===== config.mk =====
export PLATFORM = sky130hd
export DESIGN_NAME = vga_frame_capture
export DESIGN_NICKNAME = d
export VERILOG_FILES = /design/src/rtl/frame_pkg.sv /design/src/rtl/sync_edge_det.sv /design/src/rtl/vga_frame_capture.sv
export SDC_FILE = /design/constraint.sdc
export NUM_CORES = 1
export LEC_CHECK = 0
export BUFFER_PORTS_ARGS = -buffer_cell sky130_fd_sc_hd__buf_2
export CAP_MARGIN = 10
export CORE_MARGIN = 4
export CORE_UTILIZATION = 51
export CTS_CLUSTER_DIAMETER = 80
export DETAILED_ROUTE_END_ITERATION = 10
export MAX_ROUTING_LAYER = met4
export PLACE_DENSITY = 0.72
export SLEW_MARGIN = 20
export SYNTH_ARGS = -nofsm -noshare
export SYNTH_HDL_FRONTEND = slang
export SYNTH_SLANG_ARGS = --single-unit

===== constraint.sdc =====
create_clock -name clock -period 4.4 [get_ports clock]
set_input_delay 0.66 -clock clock [delete_from_list [all_inputs] [get_ports clock]]
set_output_delay 0.66 -clock clock [all_outputs]
set_load 0.1 [all_outputs]

===== src/rtl/frame_pkg.sv =====
// Shared constants for the VGA frame capture block:
// default geometry, FSM encoding and decimation codes.
package frame_pkg;

   localparam int H_ACTIVE_DEF = 640;
   localparam int V_ACTIVE_DEF = 480;
   localparam int CAP_W_DEF    = 160;
   localparam int CAP_H_DEF    = 120;

   typedef logic [9:0] coord_t;

   localparam logic [1:0] ST_IDLE    = 2'd0;
   localparam logic [1:0] ST_WAIT_VS = 2'd1;
   localparam logic [1:0] ST_CAPTURE = 2'd2;
   localparam logic [1:0] ST_DONE    = 2'd3;

   localparam logic [1:0] DEC_1   = 2'd0;
   localparam logic [1:0] DEC_2   = 2'd1;
   localparam logic [1:0] DEC_4   = 2'd2;
   localparam logic [1:0] DEC_1_B = 2'd3;

   // log2 of the decimation factor
   function automatic logic [1:0] dec_shift(input logic [1:0] sel);
      logic [1:0] sh;
      sh = 2'd0;
      unique case (sel)
         DEC_1:   sh = 2'd0;
         DEC_2:   sh = 2'd1;
         DEC_4:   sh = 2'd2;
         DEC_1_B: sh = 2'd0;
         default: sh = 2'd0;
      endcase
      return sh;
   endfunction

   // low-bit mask for the "offset is a multiple of N" test
   function automatic logic [1:0] dec_mask(input logic [1:0] sh);
      logic [1:0] m;
      m = 2'b00;
      unique case (sh)
         2'd1:    m = 2'b01;
         2'd2:    m = 2'b11;
         default: m = 2'b00;
      endcase
      return m;
   endfunction

endpackage


===== src/rtl/sync_edge_det.sv =====
// Registers an active-low sync on pixel strobes and flags
// the 1->0 transition against the previous sample.
module sync_edge_det (
   input  logic clock,
   input  logic vga_reset,
   input  logic pix_en,
   input  logic sync_in,
   output logic fall
);

   logic sync_q;

   always_ff @(posedge clock or negedge vga_reset) begin
      if (!vga_reset) begin
         sync_q <= 1'b1;
      end else if (pix_en) begin
         sync_q <= sync_in;
      end
   end

   assign fall = pix_en & sync_q & ~sync_in;

endmodule


===== src/rtl/vga_frame_capture.sv =====
// Captures one decimated window of a VGA-timed pixel stream
// and writes it linearly into the framebuffer write port.
module vga_frame_capture
   import frame_pkg::*;
#(
   parameter int H_ACTIVE = H_ACTIVE_DEF,
   parameter int V_ACTIVE = V_ACTIVE_DEF,
   parameter int CAP_W    = CAP_W_DEF,
   parameter int CAP_H    = CAP_H_DEF,
   parameter int ADDR_W   = 19,
   parameter int DATA_W   = 8
) (
   input  logic              clock,
   input  logic              vga_reset,
   input  logic              pix_en,
   input  logic              hsync_in,
   input  logic              vsync_in,
   input  logic              blank_in,
   input  logic [DATA_W-1:0] color_in,
   input  logic              start,
   input  logic [1:0]        dec_sel,
   input  logic [9:0]        x_off,
   input  logic [9:0]        y_off,
   output logic [ADDR_W-1:0] wr_addr,
   output logic [DATA_W-1:0] wr_data,
   output logic              wr_en,
   output logic              busy,
   output logic              done,
   output logic              frame_err
);

   localparam int TOTAL = CAP_W * CAP_H;
   localparam logic [ADDR_W-1:0] LAST_IDX = ADDR_W'(TOTAL - 1);
   localparam logic [ADDR_W-1:0] ROW_STEP = ADDR_W'(CAP_W);
   localparam logic [ADDR_W-1:0] ONE_A    = ADDR_W'(1);
   localparam coord_t           SAT_MAX  = 10'h3ff;
   localparam coord_t           H_LIM    = 10'(H_ACTIVE);
   localparam coord_t           V_LIM    = 10'(V_ACTIVE);
   localparam logic [11:0]      CAP_W12  = 12'(CAP_W);
   localparam logic [11:0]      CAP_H12  = 12'(CAP_H);

   logic              hs_fall;
   logic              vs_fall;
   coord_t            sx;
   coord_t            sy;
   logic              line_act;
   logic [1:0]        state;
   logic [1:0]        state_nx;
   logic [1:0]        dec_q;
   coord_t            xo_q;
   coord_t            yo_q;
   logic [ADDR_W-1:0] col;
   logic [ADDR_W-1:0] row_base;
   logic [ADDR_W-1:0] cnt;
   logic              row_kept;

   logic [1:0]        sh;
   logic [1:0]        mask;
   logic [10:0]       rel_x;
   logic [10:0]       rel_y;
   logic [11:0]       span_x;
   logic [11:0]       span_y;
   logic              in_x;
   logic              in_y;
   logic              pix_ok;
   logic              capturing;
   logic              keep;
   logic              last;
   logic              start_acc;

   sync_edge_det u_hs (
      .clock     (clock),
      .vga_reset (vga_reset),
      .pix_en    (pix_en),
      .sync_in   (hsync_in),
      .fall      (hs_fall)
   );

   sync_edge_det u_vs (
      .clock     (clock),
      .vga_reset (vga_reset),
      .pix_en    (pix_en),
      .sync_in   (vsync_in),
      .fall      (vs_fall)
   );

   // Stream position; vsync wins over hsync on the same strobe
   always_ff @(posedge clock or negedge vga_reset) begin
      if (!vga_reset) begin
         sx       <= '0;
         sy       <= '0;
         line_act <= 1'b0;
      end else if (pix_en) begin
         if (vs_fall) begin
            sx       <= '0;
            sy       <= '0;
            line_act <= 1'b0;
         end else if (hs_fall) begin
            sx       <= '0;
            line_act <= 1'b0;
            if (line_act && sy != SAT_MAX) begin
               sy <= sy + 10'd1;
            end
         end else if (blank_in) begin
            line_act <= 1'b1;
            if (sx != SAT_MAX) begin
               sx <= sx + 10'd1;
            end
         end
      end
   end

   assign start_acc = start & (state == ST_IDLE);

   always_ff @(posedge clock or negedge vga_reset) begin
      if (!vga_reset) begin
         dec_q <= DEC_1;
         xo_q  <= '0;
         yo_q  <= '0;
      end else if (start_acc) begin
         dec_q <= dec_sel;
         xo_q  <= x_off;
         yo_q  <= y_off;
      end
   end

   // Window compare: offsets from the window origin, span N*CAP
   assign sh        = dec_shift(dec_q);
   assign mask      = dec_mask(sh);
   assign rel_x     = {1'b0, sx} - {1'b0, xo_q};
   assign rel_y     = {1'b0, sy} - {1'b0, yo_q};
   assign span_x    = CAP_W12 << sh;
   assign span_y    = CAP_H12 << sh;
   assign in_x      = ~rel_x[10] & ({2'b00, rel_x[9:0]} < span_x);
   assign in_y      = ~rel_y[10] & ({2'b00, rel_y[9:0]} < span_y);
   assign pix_ok    = pix_en & blank_in;
   assign capturing = (state == ST_CAPTURE);
   assign keep      = capturing & pix_ok & in_x & in_y
                    & ((rel_x[1:0] & mask) == 2'b00)
                    & ((rel_y[1:0] & mask) == 2'b00);
   assign last      = keep & (cnt == LAST_IDX);

   // Address generator: row_base steps by CAP_W after each kept row
   always_ff @(posedge clock or negedge vga_reset) begin
      if (!vga_reset) begin
         col      <= '0;
         row_base <= '0;
         row_kept <= 1'b0;
      end else if (start_acc || vs_fall) begin
         col      <= '0;
         row_base <= '0;
         row_kept <= 1'b0;
      end else if (hs_fall) begin
         col      <= '0;
         row_kept <= 1'b0;
         if (row_kept) begin
            row_base <= row_base + ROW_STEP;
         end
      end else if (keep) begin
         col      <= col + ONE_A;
         row_kept <= 1'b1;
      end
   end

   always_ff @(posedge clock or negedge vga_reset) begin
      if (!vga_reset) begin
         cnt <= '0;
      end else if (start_acc || vs_fall) begin
         cnt <= '0;
      end else if (keep) begin
         cnt <= cnt + ONE_A;
      end
   end

   always_comb begin
      state_nx = state;
      unique case (state)
         ST_IDLE:    if (start)   state_nx = ST_WAIT_VS;
         ST_WAIT_VS: if (vs_fall) state_nx = ST_CAPTURE;
         ST_CAPTURE: if (last || vs_fall) state_nx = ST_DONE;
         ST_DONE:    state_nx = ST_IDLE;
         default:    state_nx = ST_IDLE;
      endcase
   end

   always_ff @(posedge clock or negedge vga_reset) begin
      if (!vga_reset) begin
         state <= ST_IDLE;
      end else begin
         state <= state_nx;
      end
   end

   always_ff @(posedge clock or negedge vga_reset) begin
      if (!vga_reset) begin
         wr_en   <= 1'b0;
         wr_addr <= '0;
         wr_data <= '0;
         busy    <= 1'b0;
         done    <= 1'b0;
      end else begin
         wr_en <= keep;
         busy  <= (state_nx == ST_WAIT_VS) | (state_nx == ST_CAPTURE);
         done  <= (state_nx == ST_DONE);
         if (keep) begin
            wr_addr <= row_base + col;
            wr_data <= color_in;
         end
      end
   end

   // Overlong line/frame, or a frame that ended before the image filled
   always_ff @(posedge clock or negedge vga_reset) begin
      if (!vga_reset) begin
         frame_err <= 1'b0;
      end else if (start_acc) begin
         frame_err <= 1'b0;
      end else if (capturing) begin
         if (pix_ok && (sx >= H_LIM || sy >= V_LIM)) begin
            frame_err <= 1'b1;
         end
         if (vs_fall && !last) begin
            frame_err <= 1'b1;
         end
      end
   end

endmodule

# --- Word-level counts from Yosys, hierarchy flattened ---
# Index checks and enable logic that the tools add are counted.
op_classes:
  n_addsub: 8
  order_cmp: 4
  eq_ne: 14
  shift: 2
  muxes: 31
  bitwise: 21
  reduce_logical: 27
ops:
  columns: ["operator", "count"]
  rows:
  - ["$mux W19", 8]
  - ["$mux W10", 7]
  - ["$add A19 B1 Y19 const B", 2]
  - ["$lt A10 B12 Y1", 2]
  - ["$sub A10 B10 Y11", 2]
  - ["$add A10 B1 Y10 const B", 2]
  - ["$ne A10 B10 Y1 const B", 2]
  - ["$add A19 B19 Y19", 1]
  - ["$add A19 B8 Y19 const B", 1]
  - ["$eq A19 B15 Y1 const B", 1]
  - ["$and A1 B1 Y1", 14]
  - ["$eq A2 B2 Y1 const B", 7]
  - ["$reduce_bool A2 Y1", 6]
  - ["$reduce_bool A3 Y1", 4]
  - ["$shl A7 B2 Y12 const A", 1]
  - ["$shl A8 B2 Y12 const A", 1]
  - ["$ge A10 B10 Y1 const B", 1]
  - ["$ge A10 B9 Y1 const B", 1]
  - ["$mux W1", 10]
  - ["$eq A2 B1 Y1 const B", 4]
  - ["$logic_not A2 Y1", 4]
  - ["$pmux W2 S4", 1]
  - ["$mux W2", 3]
  - ["$pmux W2 S3", 1]
  - ["10 further kinds", 21]
word_totals:
  reg_bits: 136
  in_bits: 37
  word_cells: 126

# --- Longest topological paths before layout ---
# Gate-level depths: netlist (run 1).
depth:
  ltp_word: 16
  depth_mapped: 18
  mapped_depth_nobuf: 17

# --- Cells and area by module ---
# From an unflattened synthesis (run 1), not the netlist that was laid out.
hier_totals:
  cells_unflattened: 860
  area_unflattened_um2: 7671.1
modules_own_cells:
  columns: ["module", "n_inst", "cells_per_inst", "area_each_um2", "seq_area_each_um2"]
  rows:
  - ["vga_frame_capture", 1, 854, 7568.5, 3228.1]
  - ["sync_edge_det", 2, 3, 51.3, 26.3]

# --- Worst setup path after synthesis (run 1) ---
# OpenSTA, ideal clock, no wires.
synth_timing:
  path_type: "reg2reg"
  start: "register sy[2]"
  end: "register busy"
  setup_time_ns: 0.126
  arrival_time_ns: 3.694
  t_required_ns: 4.274
  slack_ns: 0.580
  path_stages_with_launch: 17
  period_less_slack_ns: 3.820
  cell_sequence: "dfrtp_1 -> ha_1 -> a21oi_1 -> a21boi_0 -> o21ai_0 -> a21boi_0 -> o21ai_0 -> or4b_2 -> o211ai_1 -> ha_1 -> inv_1 -> o221ai_2 -> a41oi_2 -> nand4_2 -> or3_1 -> a21oi_1 -> ha_1"
synth_via:
  elab_chain_len: 12
  elab_cells_between_ends: 14
synth_lines:
  columns: ["item", "line_no", "source"]
  rows:
  - ["start: declaration", "vga_frame_capture.sv:45", "coord_t sy;"]
  - ["start signal: assignment", "vga_frame_capture.sv:102", "sy <= sy + 10'd1;"]
  - ["$sub A10 B10 Y11 (*)", "vga_frame_capture.sv:131", "assign rel_y = {1'b0, sy} - {1'b0, yo_q};"]
  - ["$lt A10 B12 Y1 or $not A1 Y1 (tied branches)", "vga_frame_capture.sv:135", "assign in_y = ~rel_y[10] & ({2'b00, rel_y[9:0]} < span_y);"]
  - ["$and A1 B1 Y1 (*)", "vga_frame_capture.sv:135", null]
  - ["$and A1 B1 Y1 (*)", "vga_frame_capture.sv:138", "assign keep = capturing & pix_ok & in_x & in_y"]
  - ["$and A1 B1 Y1 (*)", "vga_frame_capture.sv:139", "& ((rel_x[1:0] & mask) == 2'b00)"]
  - ["$and A1 B1 Y1 (*)", "vga_frame_capture.sv:140", "& ((rel_y[1:0] & mask) == 2'b00);"]
  - ["$and A1 B1 Y1 (*)", "vga_frame_capture.sv:141", "assign last = keep & (cnt == LAST_IDX);"]
  - ["$logic_or A1 B1 Y1 (*)", "vga_frame_capture.sv:180", "ST_CAPTURE: if (last || vs_fall) state_nx = ST_DONE;"]
  - ["$mux W2 (*)", "vga_frame_capture.sv:180", null]
  - ["$pmux W2 S4 (*)", "vga_frame_capture.sv:177", "unique case (state)"]
  - ["via state_nx[0]", "vga_frame_capture.sv:48", "logic [1:0] state_nx;"]
  - ["$eq A2 B1 Y1 or $eq A2 B2 Y1 (tied branches)", "vga_frame_capture.sv:203", "busy <= (state_nx == ST_WAIT_VS) | (state_nx == ST_CAPTURE);"]
  - ["$or A1 B1 Y1 (*)", "vga_frame_capture.sv:203", null]
  - ["end signal: assignment", "vga_frame_capture.sv:203", null]
  - ["end: declaration", "vga_frame_capture.sv:27", "output logic busy,"]
# Mark *: on every way through the listed nets, which the timed path passes. The rest lies on a longest branch.
# A chain may end at the register's enable or synchronous reset.

# --- Worst setup path after layout (run 1) ---
layout_timing:
  start: "register sy[2]"
  end: "register cnt[10]"
layout_via:
  elab_chain_len: 7
  elab_cells_between_ends: 8
layout_lines:
  columns: ["item", "line_no", "source"]
  rows:
  - ["$sub A10 B10 Y11 (*)", "vga_frame_capture.sv:131", null]
  - ["$lt A10 B12 Y1 or $not A1 Y1 (tied branches)", "vga_frame_capture.sv:135", null]
  - ["$and A1 B1 Y1 (*)", "vga_frame_capture.sv:135", null]
  - ["$and A1 B1 Y1 (*)", "vga_frame_capture.sv:138", null]
  - ["$and A1 B1 Y1 (*)", "vga_frame_capture.sv:139", null]
  - ["$and A1 B1 Y1 (*)", "vga_frame_capture.sv:140", null]
  - ["$reduce_bool A2 Y1 (no source line) (*)", null, null]
  - ["end signal: assignment", "vga_frame_capture.sv:171", "cnt <= cnt + ONE_A;"]
  - ["end: declaration", "vga_frame_capture.sv:54", "logic [ADDR_W-1:0] cnt;"]
# Every way passes the cells marked *; elsewhere a longest branch is shown, timed or not.

==> impl_metrics.json, run 1 <==
{
  "antenna_found_initial": 0,
  "leakage_nw": 4.381,
  "wl_met1_um": 7891,
  "cts_tree": "yes",
  "synth_top_area_cell": "dfrtp_1",
  "clock_path_buffers": 2,
  "worst_slew_margin_rel_pct": 36.59,
  "synthesis.nets": 939,
  "grt_pass1_wl_um": 27590,
  "port_buffers": 67,
  "grt_pass1_vias": 5787,
  "path_class": "reg -> reg",
  "synth_seq_cells": 131,
  "end_kind": "register",
  "drtIter0Drc": 307,
  "cp.required_ns": 4.74,
  "pre_cts_ws_ns": 0.1493,
  "pin_count": 68,
  "fillers": 1303,
  "setup_violations": 0,
  "gr-total-overflow": 0,
  "ys.flop_type": "dfrtp_1",
  "drv_cap": 0,
  "fp.coreArea_um2": 14590,
  "rows": 44,
  "mostFrequentLayoutCell": "nand2_1",
  "start_kind": "register",
  "hold_slack_ns": 0.3535,
  "drc": 0,
  "layout_min_cycle_time_ns": 4.150,
  "min_period_over_period_pct": 94.32,
  "drv_slew": 0,
  "n_antenna_cell": 0,
  "worst_pin_slew_ns": 0.9477,
  "first_pass_iters": 4,
  "area_growth_pct": 14.08,
  "hp-class": "in -> async",
  "hold_violations": 0,
  "most-common-layout-cells": "nand2_1, dfrtp_1, buf_2",
  "clock-sinks": 131,
  "synth_edf_count": 0,
  "fin_nets": 1000,
  "final_antenna_net_count": 0,
  "dieArea_um2": 17010,
  "cts_made_buffers": 17,
  "post_drt_wl_per_cell_um": 14.72,
  "dieWidth_um": 130.4,
  "drive_gt1_share_pct": 13.36,
  "synthArstFlopShare_pct": 100.0,
  "wl_met3_um": 749,
  "final_util_pct": 59.78,
  "place.gp.congestion": 0.8416,
  "grt_start_max_net_pins": 106,
  "setup-tns-final_ns": 0,
  "dr_wl_met2_um": 7320,
  "track_usage_pct": 20.93,
  "yosys_warnings": 0,
  "ys_seq_area_share_pct": 42.91,
  "initial_utilization_pct": 52.40,
  "outcome": "complete, no violations",
  "ys_types": 57,
  "top_layer": "met4",
  "syn_area_per_cell_um2": 9.026,
  "die_y_um": 130.4,
  "routed_wl_um": 16270,
  "peakVddDrop_mv": 0.3291,
  "cts-root-buf": "clkbuf_16",
  "num_vias": 6138,
  "critPathArrivalTime_ns": 4.49,
  "synthCells": 847,
  "cts_htree_levels": 4,
  "via_per_inst": 5.555,
  "synth_area_leaders": "dfrtp_1, ha_1, nand2_1",
  "power_density_nw_per_um2": 452.5,
  "fin_skew_ns": 0.01129,
  "worstPathMaxFanout": 22,
  "yosys.area.top_type_share_pct": 42.23,
  "fmax_ghz": 0.2410,
  "dpl.hpwl_um": 11520,
  "clkLatencyLatePin_ns": 0.42,
  "path_clk_slew_ns": 0.06,
  "worst_slack_ns": 0.2499,
  "syn_area_um2": 7645
}
state kept, by name, indices dropped and copies added (netlist names):
| register | flops |
|---|---|
| yo_q | 10 |
| row_base | 14 |
| wr_en | 1 |
| u_hs.sync_q | 1 |
| wr_data | 8 |
| frame_err | 1 |
| xo_q | 10 |
| line_act | 1 |
| sx | 10 |
| dec_q | 2 |
| state | 2 |
| wr_addr | 19 |
| busy | 1 |
| cnt | 19 |
| sy | 10 |
| row_kept | 1 |
| done | 1 |
| u_vs.sync_q | 1 |
| col | 19 |
layout make-up:
cell class	instances	area [um2]	share of cell area [%]
clock buffer	27	503.0	5.768
multi-input combinational	636	4073	46.70
inverter	46	172.7	1.980
tap	184	230.2	2.640
sequential	131	3281	37.62
timing repair buffer	76	409.1	4.692
clock inverter	5	52.55	0.6026
layer usage:
metal | vias up | global-route usage [%]
li1 | 3094 | -
met1 | 2892 | 28.01
met2 | 127 | 32.29
met3 | 25 | 3.780
met4 | 0 | 7.320
met5 | - | -
repair_timing:
| item | 4_1_cts | 5_1_grt |
|---|---|---|
| resized for setup | 0 | 3 |
| hold buffers | 0 | 0 |
| endpoints found under the setup margin | 0 | 45 |
| buffers inserted | 0 | 1 |
power breakdown:
part	total [mW]	switching [mW]	internal, mW
clock network	1.34	0.505	0.834
registers	1.43	0.0864	1.34
logic	1.18	0.708	0.470
logic make-up (layout without fill, tap and decap cells):
logic type | Yosys count | in the layout | share of synthesized area (%)
AND/OR/NAND/NOR | 368 | 368 | 23.40
AO/OA/AOI/OAI | 138 | 138 | 11.31
flip-flops | 131 | 131 | 42.91
buffers and inverters | 80 | 154 | 4.026
adder cells (fa/ha/maj) | 55 | 55 | 9.198
XOR/XNOR | 45 | 45 | 5.156
multiplexers | 30 | 30 | 3.993
through the flow:
step | area, um2 | power [mW] | instances
after floorplan | 7645 | 2.315 | 847
after global placement | 8150 | 2.589 | 1072
after detailed placement | 8150 | 2.617 | 1072
after CTS | 8706 | 3.970 | 1104
after global routing | 8721 | 4.214 | 1105
final | 8721 | 3.946 | 1105
path summary, 6_finish.rpt:
| path | start | endpoint | slack (ns) | cells after the start |
|---|---|---|---|---|
| max reg2reg | sy[2] | cnt[10] | 0.25 | 16 |
| max in group asynchronous | vga_reset | yo_q[2] | 3.12 | 2 |
| max | sy[2] | cnt[10] | 0.25 | 16 |
| min | vga_reset | wr_en | 0.35 | 1 |
| min in group clock | y_off[5] | yo_q[5] | 0.43 | 3 |
| min reg2reg | wr_data[5] | wr_data[5] | 0.46 | 2 |
cell usage after synthesis, types with 4 or more instances:
library cell / instances
o31ai_1: 10
or3_1: 29
nand2_1: 148
ha_1: 53
o21ai_0: 45
xor2_1: 25
or4_1: 8
xnor2_1: 20
a21oi_1: 34
o21ai_1: 10
and3_1: 19
nand2b_1: 9
mux2i_1: 26
buf_2: 6
o21a_1: 5
or2_2: 4
nand3_1: 30
mux2_2: 4
dfrtp_1: 129
nor2_1: 53
clkbuf_1: 28
a21o_1: 4
nor3_1: 20
nand4_1: 26
a31oi_1: 5
and4_1: 4
inv_1: 46
nor2b_1: 5
critical path, stage by stage, from the launching register on:
cell      delay (ns)
dfrtp_1         0.45
ha_1            0.38
a21oi_2         0.17
a21boi_0        0.10
o21ai_1         0.16
a21boi_0        0.13
o21ai_0         0.18
or4b_2          0.61
o211ai_1        0.13
ha_1            0.28
inv_1           0.08
o221ai_2        0.09
a41oi_2         0.26
nand4_2         0.14
buf_4           0.24
or4_1           0.49
a21oi_1         0.17
Power figures use the tool's default switching activity.
==> run 2: changes to the inputs <==
--- a/config.mk
+++ b/config.mk
@@ -12,7 +12,7 @@
 export CTS_CLUSTER_DIAMETER = 80
 export DETAILED_ROUTE_END_ITERATION = 10
 export MAX_ROUTING_LAYER = met4
-export PLACE_DENSITY = 0.72
+export PLACE_DENSITY = 0.76
 export SLEW_MARGIN = 20
 export SYNTH_ARGS = -nofsm -noshare
 export SYNTH_HDL_FRONTEND = slang
==> constraint.sdc (replaced) <==
create_clock -name clock -period 4.4 [get_ports clock]
set_input_delay 0.66 -clock clock [delete_from_list [all_inputs] [get_ports clock]]
set_output_delay 0.66 -clock clock [all_outputs]
set_load 0.005 [all_outputs]
==> impl_metrics.json, run 2 (synthesis gave the netlist of run 1 again) <==
{
  "grt_start_max_net_pins": 85,
  "cts_made_buffers": 17,
  "power_density_nw_per_um2": 454.5,
  "fin_area_um2": 8780,
  "antenna_found_initial": 0,
  "r2r-start": "sx[1]",
  "num_vias": 6273,
  "drtIter0Drc": 408,
  "drv_cap": 0,
  "start_kind": "register",
  "fin_skew_ns": 0.007940,
  "cp.required_ns": 4.74,
  "gr-total-overflow": 0,
  "initial_utilization_pct": 52.40,
  "track_usage_pct": 21.44,
  "drc": 0,
  "die_y_um": 130.4,
  "leakage_nw": 4.414,
  "layout_min_cycle_time_ns": 4.138,
  "rows": 44,
  "most-common-layout-cells": "nand2_1, dfrtp_1, buf_2",
  "area_growth_pct": 14.84,
  "rrSetupSlack_ns": 0.26,
  "grt_pass1_vias": 5959,
  "end_kind": "register",
  "min_period_over_period_pct": 94.05,
  "path_class": "reg -> reg",
  "setup-tns-final_ns": 0,
  "fin_nets": 1001,
  "drv_slew": 0,
  "hold_buffers": 0,
  "mostFrequentLayoutCell": "nand2_1",
  "total_power_mw": 3.990,
  "grt_pass1_wl_um": 28300,
  "final_antenna_net_count": 0,
  "hp-class": "in -> async",
  "setup_violations": 0,
  "pin_count": 68,
  "clock-sinks": 131,
  "dieWidth_um": 130.4,
  "placed_area_um2": 8167,
  "worst_pin_slew_ns": 0.9887,
  "cts-root-buf": "clkbuf_16",
  "first_pass_iters": 5,
  "path_clk_slew_ns": 0.06,
  "rsz0062_at_grt": "false",
  "worst_slew_margin_rel_pct": 33.84,
  "r2r_cells": 16,
  "hold_slack_ns": 0.2959,
  "fmax_ghz": 0.2417,
  "place.gp.congestion": 0.9110,
  "worstPathMaxFanout": 22,
  "critPathArrivalTime_ns": 4.48,
  "dpl.hpwl_um": 11900,
  "cts_htree_levels": 4,
  "dieArea_um2": 17010,
  "port_buffers": 67,
  "post_drt_wl_per_cell_um": 15.14,
  "reg2reg_to": "cnt[11]",
  "reg_top3": "cnt: 19 flops, col: 19 flops, wr_addr: 19 flops",
  "clock_path_buffers": 2,
  "peakVddDrop_mv": 0.4051,
  "fp.coreArea_um2": 14590,
  "via_per_inst": 5.677,
  "clkLatencyLatePin_ns": 0.42,
  "cts_tree": "yes",
  "outcome": "complete, no violations",
  "hold_violations": 0,
  "n_antenna_cell": 0,
  "routed_wl_um": 16730,
  "drive_gt1_share_pct": 13.68
}
==> run 2: changes by cell type in the layout (fill, tap and decap cells not counted), sizes merged <==
cell / change
clkinv: +3
buf: +1
bufinv: +2
clkbuf: -6
==> run 2: worst max-delay path by stage <==
stage / to / depth (start not counted) / from / slack [ns]
after detailed placement: wr_addr[13] / 15 / sy[2] / 0.28
final: cnt[11] / 16 / sx[1] / 0.26
after global routing: busy / 16 / sy[2] / 0.01
after global placement: busy / 16 / sy[2] / 0.38
after floorplan: busy / 16 / sy[2] / 0.58
after CTS: wr_addr[13] / 15 / sy[2] / 0.28
==> run 2: cell type report <==
cell class	instances	area (um2)
fillers	1243	5809
multi-input cells	636	4065
flip-flops and latches	131	3281
clock buffers	21	470.5
repair buffers	77	429.2
well taps	184	230.2
inverters	46	172.7
clock inverters	10	131.4
==> run 2: per-layer routing <==
layer  up-vias  GRT usage (%)  part of all wire [%]  routed length, um
li1       3090              -                     -                  -
met1      2978          27.60                    46               7645
met2       188          34.28                    48               7974
met3        17          5.041                   5.5                922
met4         0          5.929                   1.1                184
met5         -              -                     0                  0
==> run 2: metrics by stage <==
stage	setup slack, ns	instances	utilization (%)
6_report	0.2619	1105	60.18
5_1_grt	0.01380	1105	60.18
4_1_cts	0.2778	1104	60.10
3_5_place_dp	0.2800	1073	55.98
3_3_place_gp	0.3754	1073	55.98
2_1_floorplan	0.5804	847	-
==> run 2: repair_timing <==
action                     CTS  global route
resized for setup            0             2
setup buffers                0             1
setup endpoints to repair    0            43
==> run 2: critical path, stage by stage, from the launching register on <==
cell and delay, ns:
dfrtp_1 0.43, ha_1 0.31, nor2b_1 0.13, o21a_1 0.16
o21a_1 0.16, o21ai_0 0.23, a21oi_1 0.15, o21a_1 0.22
o311ai_0 0.36, ha_1 0.33, a21oi_1 0.17, o221ai_2 0.12
a41oi_2 0.23, nand4_2 0.14, buf_4 0.23, or4_1 0.53
a21oi_1 0.16
==> run 2: report_power, final <==
part,internal (mW),total (mW),switching [mW]
Sequential,1.34,1.42,0.0826
Clock,0.927,1.43,0.507
Combinational,0.464,1.13,0.667
